<file path="src/rtl/jtvigil_sndif_if.sv">
// jtvigil_sndif_if: main/sound CPU latch, interrupt and sample ROM/DAC signals of the sound interface
interface jtvigil_sndif_if #(parameter int SAMPLE_AW = 16);
  logic                 latch_wr;
  logic [7:0]           main_dout;
  logic                 snd_wr;
  logic [1:0]           snd_addr;
  logic [7:0]           snd_dout;
  logic                 ym_irq_n;
  logic [7:0]           snd_latch;
  logic                 int_n;
  logic [7:0]           int_vector;
  logic                 sample_tick;
  logic [SAMPLE_AW-1:0] sample_addr;
  logic                 sample_cs;
  logic [7:0]           sample_data;
  logic                 sample_ok;
  logic [7:0]           dac;
  modport slave (
    input  latch_wr, main_dout, snd_wr, snd_addr, snd_dout, ym_irq_n,
           sample_tick, sample_data, sample_ok,
    output snd_latch, int_n, int_vector, sample_addr, sample_cs, dac
  );
  modport master (
    output latch_wr, main_dout, snd_wr, snd_addr, snd_dout, ym_irq_n,
           sample_tick, sample_data, sample_ok,
    input  snd_latch, int_n, int_vector, sample_addr, sample_cs, dac
  );
endinterface

</file>
<file path="src/rtl/jtvigil_sndif.sv">
// jtvigil_sndif: sound latch, IM0 RST vector merge and autonomous 8-bit PCM sample player
module jtvigil_sndif #(
  parameter int         SAMPLE_AW = 16,
  parameter logic [7:0] END_MARK  = 8'h00
) (
  input logic            clk,
  input logic            rst,
  jtvigil_sndif_if.slave bus
);
  typedef enum logic [1:0] {IDLE, FETCH, WAIT} state_t;
  state_t               state_q, state_d;
  logic                 latch_wr_q, snd_wr_q;
  logic [7:0]           latch_q, latch_d;
  logic                 pend_q, pend_d;
  logic                 int_n_q, int_n_d;
  logic [7:0]           vec_q, vec_d;
  logic [SAMPLE_AW-1:0] addr_q, addr_d;
  logic                 cs_q, cs_d;
  logic [7:0]           dac_q, dac_d;
  logic                 latch_rise, wr_rise, ack, lo_wr, hi_wr, play_wr, take;
  assign latch_rise = bus.latch_wr & ~latch_wr_q;
  assign wr_rise    = bus.snd_wr & ~snd_wr_q;
  assign ack        = wr_rise && bus.snd_addr == 2'd0;
  assign lo_wr      = wr_rise && bus.snd_addr == 2'd1;
  assign hi_wr      = wr_rise && bus.snd_addr == 2'd2;
  assign play_wr    = wr_rise && bus.snd_addr == 2'd3;
  // a register write in the same cycle as sample_ok restarts the fetch instead of consuming the byte
  assign take = state_q == FETCH && cs_q && bus.sample_ok && !lo_wr && !hi_wr && !play_wr;
  always_comb begin
    latch_d = latch_rise ? bus.main_dout : latch_q;
    pend_d  = latch_rise | (pend_q & ~ack);
    int_n_d = ~(pend_q | ~bus.ym_irq_n);
    vec_d   = {2'b11, ~pend_q, bus.ym_irq_n, 4'hF};
    state_d = state_q;
    addr_d  = addr_q;
    dac_d   = dac_q;
    if (take) begin
      state_d = bus.sample_data == END_MARK ? IDLE : WAIT;
      dac_d   = bus.sample_data == END_MARK ? 8'h80 : bus.sample_data;
      addr_d  = bus.sample_data == END_MARK ? addr_q : addr_q + 1'b1;
    end
    if (state_q == WAIT && bus.sample_tick) state_d = FETCH;
    if (lo_wr) addr_d[7:0] = bus.snd_dout;
    if (hi_wr) addr_d[SAMPLE_AW-1:8] = bus.snd_dout[SAMPLE_AW-9:0];
    if (play_wr) begin
      state_d = bus.snd_dout[0] ? FETCH : IDLE;
      dac_d   = bus.snd_dout[0] ? dac_d : 8'h80;
    end
    cs_d = state_d == FETCH;
  end
  always_ff @(posedge clk) begin
    if (rst) begin
      state_q    <= IDLE;
      latch_wr_q <= 1'b0;
      snd_wr_q   <= 1'b0;
      latch_q    <= 8'h00;
      pend_q     <= 1'b0;
      int_n_q    <= 1'b1;
      vec_q      <= 8'hFF;
      addr_q     <= '0;
      cs_q       <= 1'b0;
      dac_q      <= 8'h80;
    end else begin
      state_q    <= state_d;
      latch_wr_q <= bus.latch_wr;
      snd_wr_q   <= bus.snd_wr;
      latch_q    <= latch_d;
      pend_q     <= pend_d;
      int_n_q    <= int_n_d;
      vec_q      <= vec_d;
      addr_q     <= addr_d;
      cs_q       <= cs_d;
      dac_q      <= dac_d;
    end
  end
  assign bus.snd_latch   = latch_q;
  assign bus.int_n       = int_n_q;
  assign bus.int_vector  = vec_q;
  assign bus.sample_addr = addr_q;
  assign bus.sample_cs   = cs_q;
  assign bus.dac         = dac_q;
endmodule
</file>
<file path="src/flat_wrapper.sv">
// flat-port wrapper written by rule: the top's interface ports become plain ports
module jtvigil_sndif_flat 
#(
  parameter int         SAMPLE_AW = 16,
  parameter logic [7:0] END_MARK  = 8'h00
)
  (clk, rst, bus_latch_wr, bus_main_dout, bus_snd_wr, bus_snd_addr, bus_snd_dout, bus_ym_irq_n, bus_sample_tick, bus_sample_data, bus_sample_ok, bus_snd_latch, bus_int_n, bus_int_vector, bus_sample_addr, bus_sample_cs, bus_dac);
  jtvigil_sndif_if #(.SAMPLE_AW(SAMPLE_AW)) bus_i ();
  input logic clk;
  input logic rst;
  input wire logic [$bits(bus_i.latch_wr)-1:0] bus_latch_wr;
  input wire logic [$bits(bus_i.main_dout)-1:0] bus_main_dout;
  input wire logic [$bits(bus_i.snd_wr)-1:0] bus_snd_wr;
  input wire logic [$bits(bus_i.snd_addr)-1:0] bus_snd_addr;
  input wire logic [$bits(bus_i.snd_dout)-1:0] bus_snd_dout;
  input wire logic [$bits(bus_i.ym_irq_n)-1:0] bus_ym_irq_n;
  input wire logic [$bits(bus_i.sample_tick)-1:0] bus_sample_tick;
  input wire logic [$bits(bus_i.sample_data)-1:0] bus_sample_data;
  input wire logic [$bits(bus_i.sample_ok)-1:0] bus_sample_ok;
  output wire logic [$bits(bus_i.snd_latch)-1:0] bus_snd_latch;
  output wire logic [$bits(bus_i.int_n)-1:0] bus_int_n;
  output wire logic [$bits(bus_i.int_vector)-1:0] bus_int_vector;
  output wire logic [$bits(bus_i.sample_addr)-1:0] bus_sample_addr;
  output wire logic [$bits(bus_i.sample_cs)-1:0] bus_sample_cs;
  output wire logic [$bits(bus_i.dac)-1:0] bus_dac;
  assign bus_i.latch_wr = bus_latch_wr;
  assign bus_i.main_dout = bus_main_dout;
  assign bus_i.snd_wr = bus_snd_wr;
  assign bus_i.snd_addr = bus_snd_addr;
  assign bus_i.snd_dout = bus_snd_dout;
  assign bus_i.ym_irq_n = bus_ym_irq_n;
  assign bus_i.sample_tick = bus_sample_tick;
  assign bus_i.sample_data = bus_sample_data;
  assign bus_i.sample_ok = bus_sample_ok;
  assign bus_snd_latch = bus_i.snd_latch;
  assign bus_int_n = bus_i.int_n;
  assign bus_int_vector = bus_i.int_vector;
  assign bus_sample_addr = bus_i.sample_addr;
  assign bus_sample_cs = bus_i.sample_cs;
  assign bus_dac = bus_i.dac;
  jtvigil_sndif #(.SAMPLE_AW(SAMPLE_AW), .END_MARK(END_MARK)) u_core (.clk(clk), .rst(rst), .bus(bus_i));
endmodule
</file>
<file path="config.mk">
export PLATFORM = sky130hd
export DESIGN_NAME = jtvigil_sndif_flat
export DESIGN_NICKNAME = d
export VERILOG_FILES = /design/src/rtl/jtvigil_sndif_if.sv /design/src/rtl/jtvigil_sndif.sv /design/src/flat_wrapper.sv
export SDC_FILE = /design/constraint.sdc
export NUM_CORES = 1
export LEC_CHECK = 0
export ABC_AREA = 0
export CAP_MARGIN = 20
export CELL_PAD_IN_SITES_DETAIL_PLACEMENT = 1
export CELL_PAD_IN_SITES_GLOBAL_PLACEMENT = 1
export CORE_ASPECT_RATIO = 0.75
export CORE_MARGIN = 4
export CORE_UTILIZATION = 28
export CTS_CLUSTER_DIAMETER = 50
export DETAILED_ROUTE_END_ITERATION = 10
export HOLD_SLACK_MARGIN = 0.02
export PLACE_DENSITY_LB_ADDON = 0.05
export SLEW_MARGIN = 5
export SYNTH_ARGS = -nofsm -noshare
export SYNTH_HDL_FRONTEND = slang
export SYNTH_SLANG_ARGS = --single-unit
</file>
<file path="constraint.sdc">
create_clock -name clk -period 1.6 [get_ports clk]
set_clock_uncertainty 0.2 [all_clocks]
set_input_delay 0.24 -clock clk [delete_from_list [all_inputs] [get_ports clk]]
set_output_delay 0.24 -clock clk [all_outputs]
set_load 0.02 [all_outputs]
</file>
==> impl_metrics.tcl, run 1 <==
set metrics [dict create \
    initialDrtViolationCount 65 \
    cts.sinks 41 \
    areaGrowthSynthToFinish_pct 73.4 \
    reg2reg_slack_ns -0.32 \
    yosysMostFrequentCell "sky130_fd_sc_hd__dfxtp_1" \
    groute.layer.met3.usage 0.0410 \
    post-synth-top-area-cell "sky130_fd_sc_hd__dfxtp_1" \
    holdPathEnd "u_core.bus.dac[5]" \
    avgViaCountPerCell 4.94 \
    post-route-period-util 1.20 \
    timing_hold_violations_final 0 \
    groute.layer.met1.usage 0.238 \
    numPlacedInstances 426 \
    cells_after_synth 233 \
    total_iterations_of_the_first_detailed_routing_run 4 \
    ys_async_sr_fraction 0 \
    synth_top_area_frac 0.431 \
    fill_cells 775 \
    hold_path.class "in -> reg" \
    cp_max_fanout 4 \
    layout.nets 394 \
    hpwl_um 5430 \
    ys_top_cells_by_area "sky130_fd_sc_hd__dfxtp_1 (43%), sky130_fd_sc_hd__nand2_1 (7.9%), sky130_fd_sc_hd__a21oi_1 (7.4%), sky130_fd_sc_hd__nand2b_1 (3.0%), sky130_fd_sc_hd__nor2_1 (3.0%)" \
    critPathMaxStageDelay_ns 0.32 \
    grt_overflow 0 \
    insertedDiodeCount 0 \
    final_layout_size_suffix_gt1_frac 0.285 \
    clock_tree.htree_level_count 2 \
    postSynthAreaPerCell_um2 8.17 \
    worstHoldStart "bus_sample_data[5]" \
    synth-seq-cells 41 \
    synth_flop_cell "sky130_fd_sc_hd__dfxtp_1" \
    layoutNonFillerInstCount 442 \
    crit_slowest_cell "sky130_fd_sc_hd__dfxtp_1" \
    floorplan.core_area_um2 6440 \
    grt_setup_unrepaired "true" \
    number_of_buffers_on_the_longest_clock_path 2 \
    count_of_flip_flops_with_a_built_in_enable_after_synthesis 0 \
    floorplan.initialDensity 0.295 \
    fmax_ghz 0.520 \
    ys.warnings.count 0 \
    grt.met2_usage 0.275 \
    critical_path_required_ns 1.58 \
    io-pin-count 75 \
    maximum_number_of_pins_on_one_net_before_global_route_repair 15 \
    critical_path.startpoint_type "flop" \
    wl_um 7010 \
    route.antenna.remaining_nets 0 \
    reg_to_reg_end "u_core.bus.sample_addr[4]" \
    power-per-cell-area_nw_per_um2 706 \
    power_leakage_nw 1.40 \
    endpoint_kind "flop" \
    clock_latency_ns 0.30 \
    die_x_um 103 \
    finalSetupViolations 27 \
    maxCapViolations 0 \
    worst_slack_ns -0.324 \
    maxSlewViolCount 0 \
    grt_first_pass_wirelength_um 11000 \
    fp.dieH_um 79.4 \
    post_synth_most_frequent_cells "sky130_fd_sc_hd__dfxtp_1 (41), sky130_fd_sc_hd__nand2_1 (40), sky130_fd_sc_hd__a21oi_1 (28)" \
    whs_ns 0.180 \
    seq_area_frac_synth 0.431 \
    routabilityCongestion 0.849 \
    clock_tree_from_tritoncts "done" \
    global_route.peak_usage_layer "met2" \
    core.rowCount 25 \
    tritoncts.num_buffers 5 \
    initial_antenna_violation_count 0 \
    num_vias 2182 \
    vdd_ir_drop_max_mv 0.428 \
    r2r_cells 8 \
    cp_data_arrival_time_ns 1.91 \
    hold_depth 3 \
    syn_area_um2 1900 \
    clkTransAtPathRegs_ns 0.09 \
    grtUsageTotal 0.174 \
    crit_path_cell_trace "and4b_1, buf_4, a21boi_4, buf_4, buf_6, and3_4, xnor2_1, a211oi_2" \
    drc_errors 0 \
    reg_to_reg_startpoint "u_core.state_q[1]" \
    cts_hold_buf 0 \
    wl_per_cell_um 15.9 \
    period_needed_ns 1.92 \
    crit_path_frequent_cell "sky130_fd_sc_hd__buf_4" \
    first_global_vias 2201 \
    outcome "finished with violations" \
    ctsRootBufferMaster "sky130_fd_sc_hd__clkbuf_8" \
    failed_checks "negative setup slack" \
    design.die.area_um2 8190 \
    port-buffer-count 68 \
    synthDistinctLibCells 45 \
    worstSetupPathType "reg -> reg" \
]
[flip-flops by register name, indices dropped and copies added (netlist names), 2 cells and up]
name	cells
u_core.bus.dac	8
u_core.bus.int_vector	2
u_core.bus.sample_addr	16
u_core.bus.snd_latch	8
u_core.state_q	2
[placed cells by master, fill, tap and decap left out, drive strengths merged, types with 6 or more instances in the layout]
cell type	instances
a21oi	28
dfxtp	41
dlygate4sd2	38
nand2b	9
nand3	6
nor2	15
buf	63
clkbuf	6
conb	6
nand2	41
clkdlybuf4s50	28
[cells by family after synthesis]
logic type,share of synthesized area
adder cells (fa/ha/maj),0.00657
buffers and inverters,0.0519
flip-flops,0.431
other,0.00197
AND/OR/NAND/NOR,0.292
XOR/XNOR,0.0184
AO/OA/AOI/OAI,0.198
[worst max path at each step]
stage                                            end  cells after the start            startpoint
after floorplan           u_core.bus.sample_addr[10]                      5  u_core.bus.sample_cs
after global placement     u_core.bus.sample_addr[1]                      7    bus_sample_data[5]
after detailed placement   u_core.bus.sample_addr[1]                      7    bus_sample_data[5]
after CTS                  u_core.bus.sample_addr[1]                      6     u_core.state_q[1]
after global routing      u_core.bus.sample_addr[10]                      6     u_core.state_q[1]
final                      u_core.bus.sample_addr[4]                      8     u_core.state_q[1]
[critical path: cells and delay by family (launching register included)]
family | cells | cell delay [ns]
flip-flops | 1 | 0.32
buffers and inverters | 3 | 0.36
AO/OA/AOI/OAI | 2 | 0.34
XOR/XNOR | 1 | 0.14
AND/OR/NAND/NOR | 2 | 0.45
[metal layers]
layer  up-vias  wire (um)
met5         -          0
met4         0         66
met3         7        447
met2        59       3180
met1      1048       3320
li1       1068          -
[layout make-up]
type	count	area, um^2	area share
clock buffer	5	68.8	0.0208
clock inverter	3	46.3	0.0140
inverter	4	15.0	0.00455
multi-input combinational	177	1100	0.333
sequential	41	846	0.256
tap	81	101	0.0307
timing repair buffer	131	1120	0.341
[per-stage QoR]
step / setup TNS (ns) / instance area, um^2 / setup slack [ns] / util / total power [mW]
floorplan: -0.557 / 1950 / -0.129 / - / 1.26
global placement: -14.19 / 3070 / -0.664 / 0.477 / 1.49
detailed placement: -15.01 / 3070 / -0.828 / 0.477 / 1.49
CTS: -4.53 / 3230 / -0.315 / 0.501 / 2.34
global route: -8.05 / 3300 / -0.437 / 0.512 / 2.43
finish: -5.03 / 3300 / -0.324 / 0.512 / 2.33
[power by group]
part / total (mW) / internal [mW] / switching, mW
Clock: 0.870 / 0.468 / 0.402
Sequential: 1.07 / 1.05 / 0.0209
Combinational: 0.387 / 0.194 / 0.193
Total: 2.33 / 1.72 / 0.615
[what timing repair did]
action,in CTS,in global routing
buffers inserted,3,5
resized for setup,55,13
cloned,0,0
setup endpoints to repair,63,29
pin swaps,1,5
(Power assumes the default switching activity.)
==> run 2: changes to the inputs <==
Settings changed: MAX_ROUTING_LAYER from default to met4.
==> run 2 against run 1 <==
  * The run still ends with negative setup slack left
  * Utilization unchanged
  * Final area is the same
  * Clock-buffer cell count unchanged
  * Clock power is essentially flat
  * Cell count stayed put
  * Critical path depth down 1
  * Sequential share of layout area is the same
  * Setup slack about the same
  * Non-clock buffer count unchanged
  * Die area did not move
  * Critical path type unchanged
  * Critical endpoint is now u_core.bus.sample_addr[1]
  * Largest cell class unchanged
==> impl_metrics.tcl, run 2 (synthesis gave the netlist of run 1 again) <==
set metrics [dict create \
    outcome "finished with violations" \
    failed_checks "negative setup slack" \
    clock_latency_ns 0.30 \
    insertedDiodeCount 0 \
    hpwl_um 5430 \
    power.combinational.fraction 0.166 \
    post-route-period-util 1.20 \
    crit_path_frequent_cell "sky130_fd_sc_hd__buf_4" \
    vdd_ir_drop_max_mv 0.428 \
    first_global_vias 2195 \
    maxCapViolations 0 \
    initial_antenna_violation_count 0 \
    critical_path_required_ns 1.59 \
    worstSetupPathType "reg -> reg" \
    power_switching_mw 0.617 \
    hold_path.class "in -> reg" \
    num_vias 2167 \
    design.die.area_um2 8190 \
    share_clk_of_total_power 0.373 \
    cts.sinks 41 \
    cts_hold_buf 0 \
    sequential_cell_area_um2 846 \
    grt_overflow 0 \
    io-pin-count 75 \
    clock_tree.htree_level_count 2 \
    grt_first_pass_wirelength_um 11000 \
    port-buffer-count 68 \
    maxSlewViolCount 0 \
    ctsRootBufferMaster "sky130_fd_sc_hd__clkbuf_8" \
    power.share.switching 0.264 \
    fp.dieH_um 79.4 \
    drc_errors 0 \
    cp_max_fanout 4 \
    maximum_number_of_pins_on_one_net_before_global_route_repair 15 \
    critPathMaxStageDelay_ns 0.33 \
    multiInputGateArea_um2 1100 \
    grtUsageTotal 0.179 \
    fmax_ghz 0.520 \
    wl_um 7020 \
    crit_path_cell_trace "and4b_1, buf_4, a21boi_4, buf_4, a21oi_2, buf_6, a2111oi_4" \
    power-per-cell-area_nw_per_um2 707 \
    cp_top_family "compound AO/OA/AOI/OAI gates" \
    clock_tree_from_tritoncts "done" \
    final_cell_mix "sky130_fd_sc_hd__buf_4 (59), sky130_fd_sc_hd__nand2_1 (39), sky130_fd_sc_hd__dlygate4sd2_1 (38), sky130_fd_sc_hd__dfxtp_1 (31), sky130_fd_sc_hd__clkdlybuf4s50_1 (28)" \
    wl_per_cell_um 15.9 \
    fill_cells 775 \
    power_leakage_nw 1.40 \
    route.antenna.remaining_nets 0 \
    number_of_buffers_on_the_longest_clock_path 2 \
    placement_stage_worst_setup_slack_ns -0.828 \
    tritoncts.num_buffers 5 \
    total_iterations_of_the_first_detailed_routing_run 4 \
    endpoint_kind "flop" \
    crit_slowest_cell "sky130_fd_sc_hd__a2111oi_4" \
    die_x_um 103 \
    layout.nets 394 \
    period_needed_ns 1.92 \
    timing_hold_violations_final 0 \
    core.rowCount 25 \
    layout_commonest_cell "sky130_fd_sc_hd__buf_4" \
    grt_setup_unrepaired "true" \
    worst_slack_ns -0.324 \
    whs_ns 0.178 \
    postLayoutCoreUtil 0.512 \
    internal_power_mw 1.72 \
    routabilityCongestion 0.862 \
    seq_power_share 0.461 \
    floorplan.initialDensity 0.295 \
    worstPathBufferInverterCount 3 \
    largest_reg_flops 16 \
    areaGrowthSynthToFinish_pct 73.4 \
    clkTransAtPathRegs_ns 0.09 \
    critical_path.startpoint_type "flop" \
    final_layout_size_suffix_gt1_frac 0.285 \
    initialDrtViolationCount 53 \
    finalSetupViolations 27 \
    cp_data_arrival_time_ns 1.92 \
    avgViaCountPerCell 4.90 \
    floorplan.core_area_um2 6440 \
]
## run 2: final timing paths
check	from	to	slack [ns]	depth (start not counted)
hold / removal	bus_sample_data[5]	u_core.bus.dac[5]	0.18	3
setup reg to reg	u_core.state_q[1]	u_core.bus.sample_addr[1]	-0.32	7
setup / recovery	u_core.state_q[1]	u_core.bus.sample_addr[1]	-0.32	7
hold reg to reg	u_core.pend_q	u_core.bus.int_vector[5]	0.26	1
## run 2: area by class of cell
cell class              instances  area share
inverters                       4     0.00455
clock inverters                 3      0.0140
multi-input cells             177       0.333
repair buffers                131       0.341
well taps                      81      0.0307
flip-flops and latches         41       0.256
clock buffers                   5      0.0208
## run 2: worst register-to-register path, stage by stage (launching register included)
cell                        delay, ns
sky130_fd_sc_hd__dfxtp_1         0.32
sky130_fd_sc_hd__and4b_1         0.25
sky130_fd_sc_hd__buf_4           0.10
sky130_fd_sc_hd__a21boi_4        0.25
sky130_fd_sc_hd__buf_4           0.16
sky130_fd_sc_hd__a21oi_2         0.06
sky130_fd_sc_hd__buf_6           0.14
sky130_fd_sc_hd__a2111oi_4       0.33
## run 2: layer usage
layer / wire length (um) / share of wire / vias to the layer above / track usage
met4: 68 / 0.0097 / 0 / 0.0492
met1: 3350 / 0.48 / 1035 / 0.240
li1: - / - / 1070 / -
met2: 3210 / 0.46 / 55 / 0.276
met3: 401 / 0.057 / 7 / 0.0358
met5: 0 / 0 / - / -
## run 2: what timing repair did
action | 4_1_cts | 5_1_grt
endpoints found under the hold margin | 0 | 0
gates cloned | 0 | 0
endpoints found under the setup margin | 63 | 29
pin swaps | 1 | 5
gates resized for setup | 55 | 13
setup buffers | 3 | 5
## run 2: through the flow
stage | cell area (um^2) | TNS, ns | instances | power [mW]
2_1_floorplan | 1950 | -0.557 | 238 | 1.26
6_report | 3300 | -5.05 | 442 | 2.33
5_1_grt | 3300 | -8.05 | 442 | 2.43
3_5_place_dp | 3070 | -15.01 | 426 | 1.49
3_3_place_gp | 3070 | -14.19 | 426 | 1.49
4_1_cts | 3230 | -4.53 | 437 | 2.34
## run 2: power groups by stage
stage / clock [mW] / combinational [mW] / sequential, mW
final: 0.871 / 0.387 / 1.07
after global routing: 0.928 / 0.417 / 1.08
after CTS: 0.883 / 0.383 / 1.07
after detailed placement: 0 / 0.395 / 1.10
after global placement: 0 / 0.389 / 1.10
after floorplan: 0 / 0.118 / 1.14
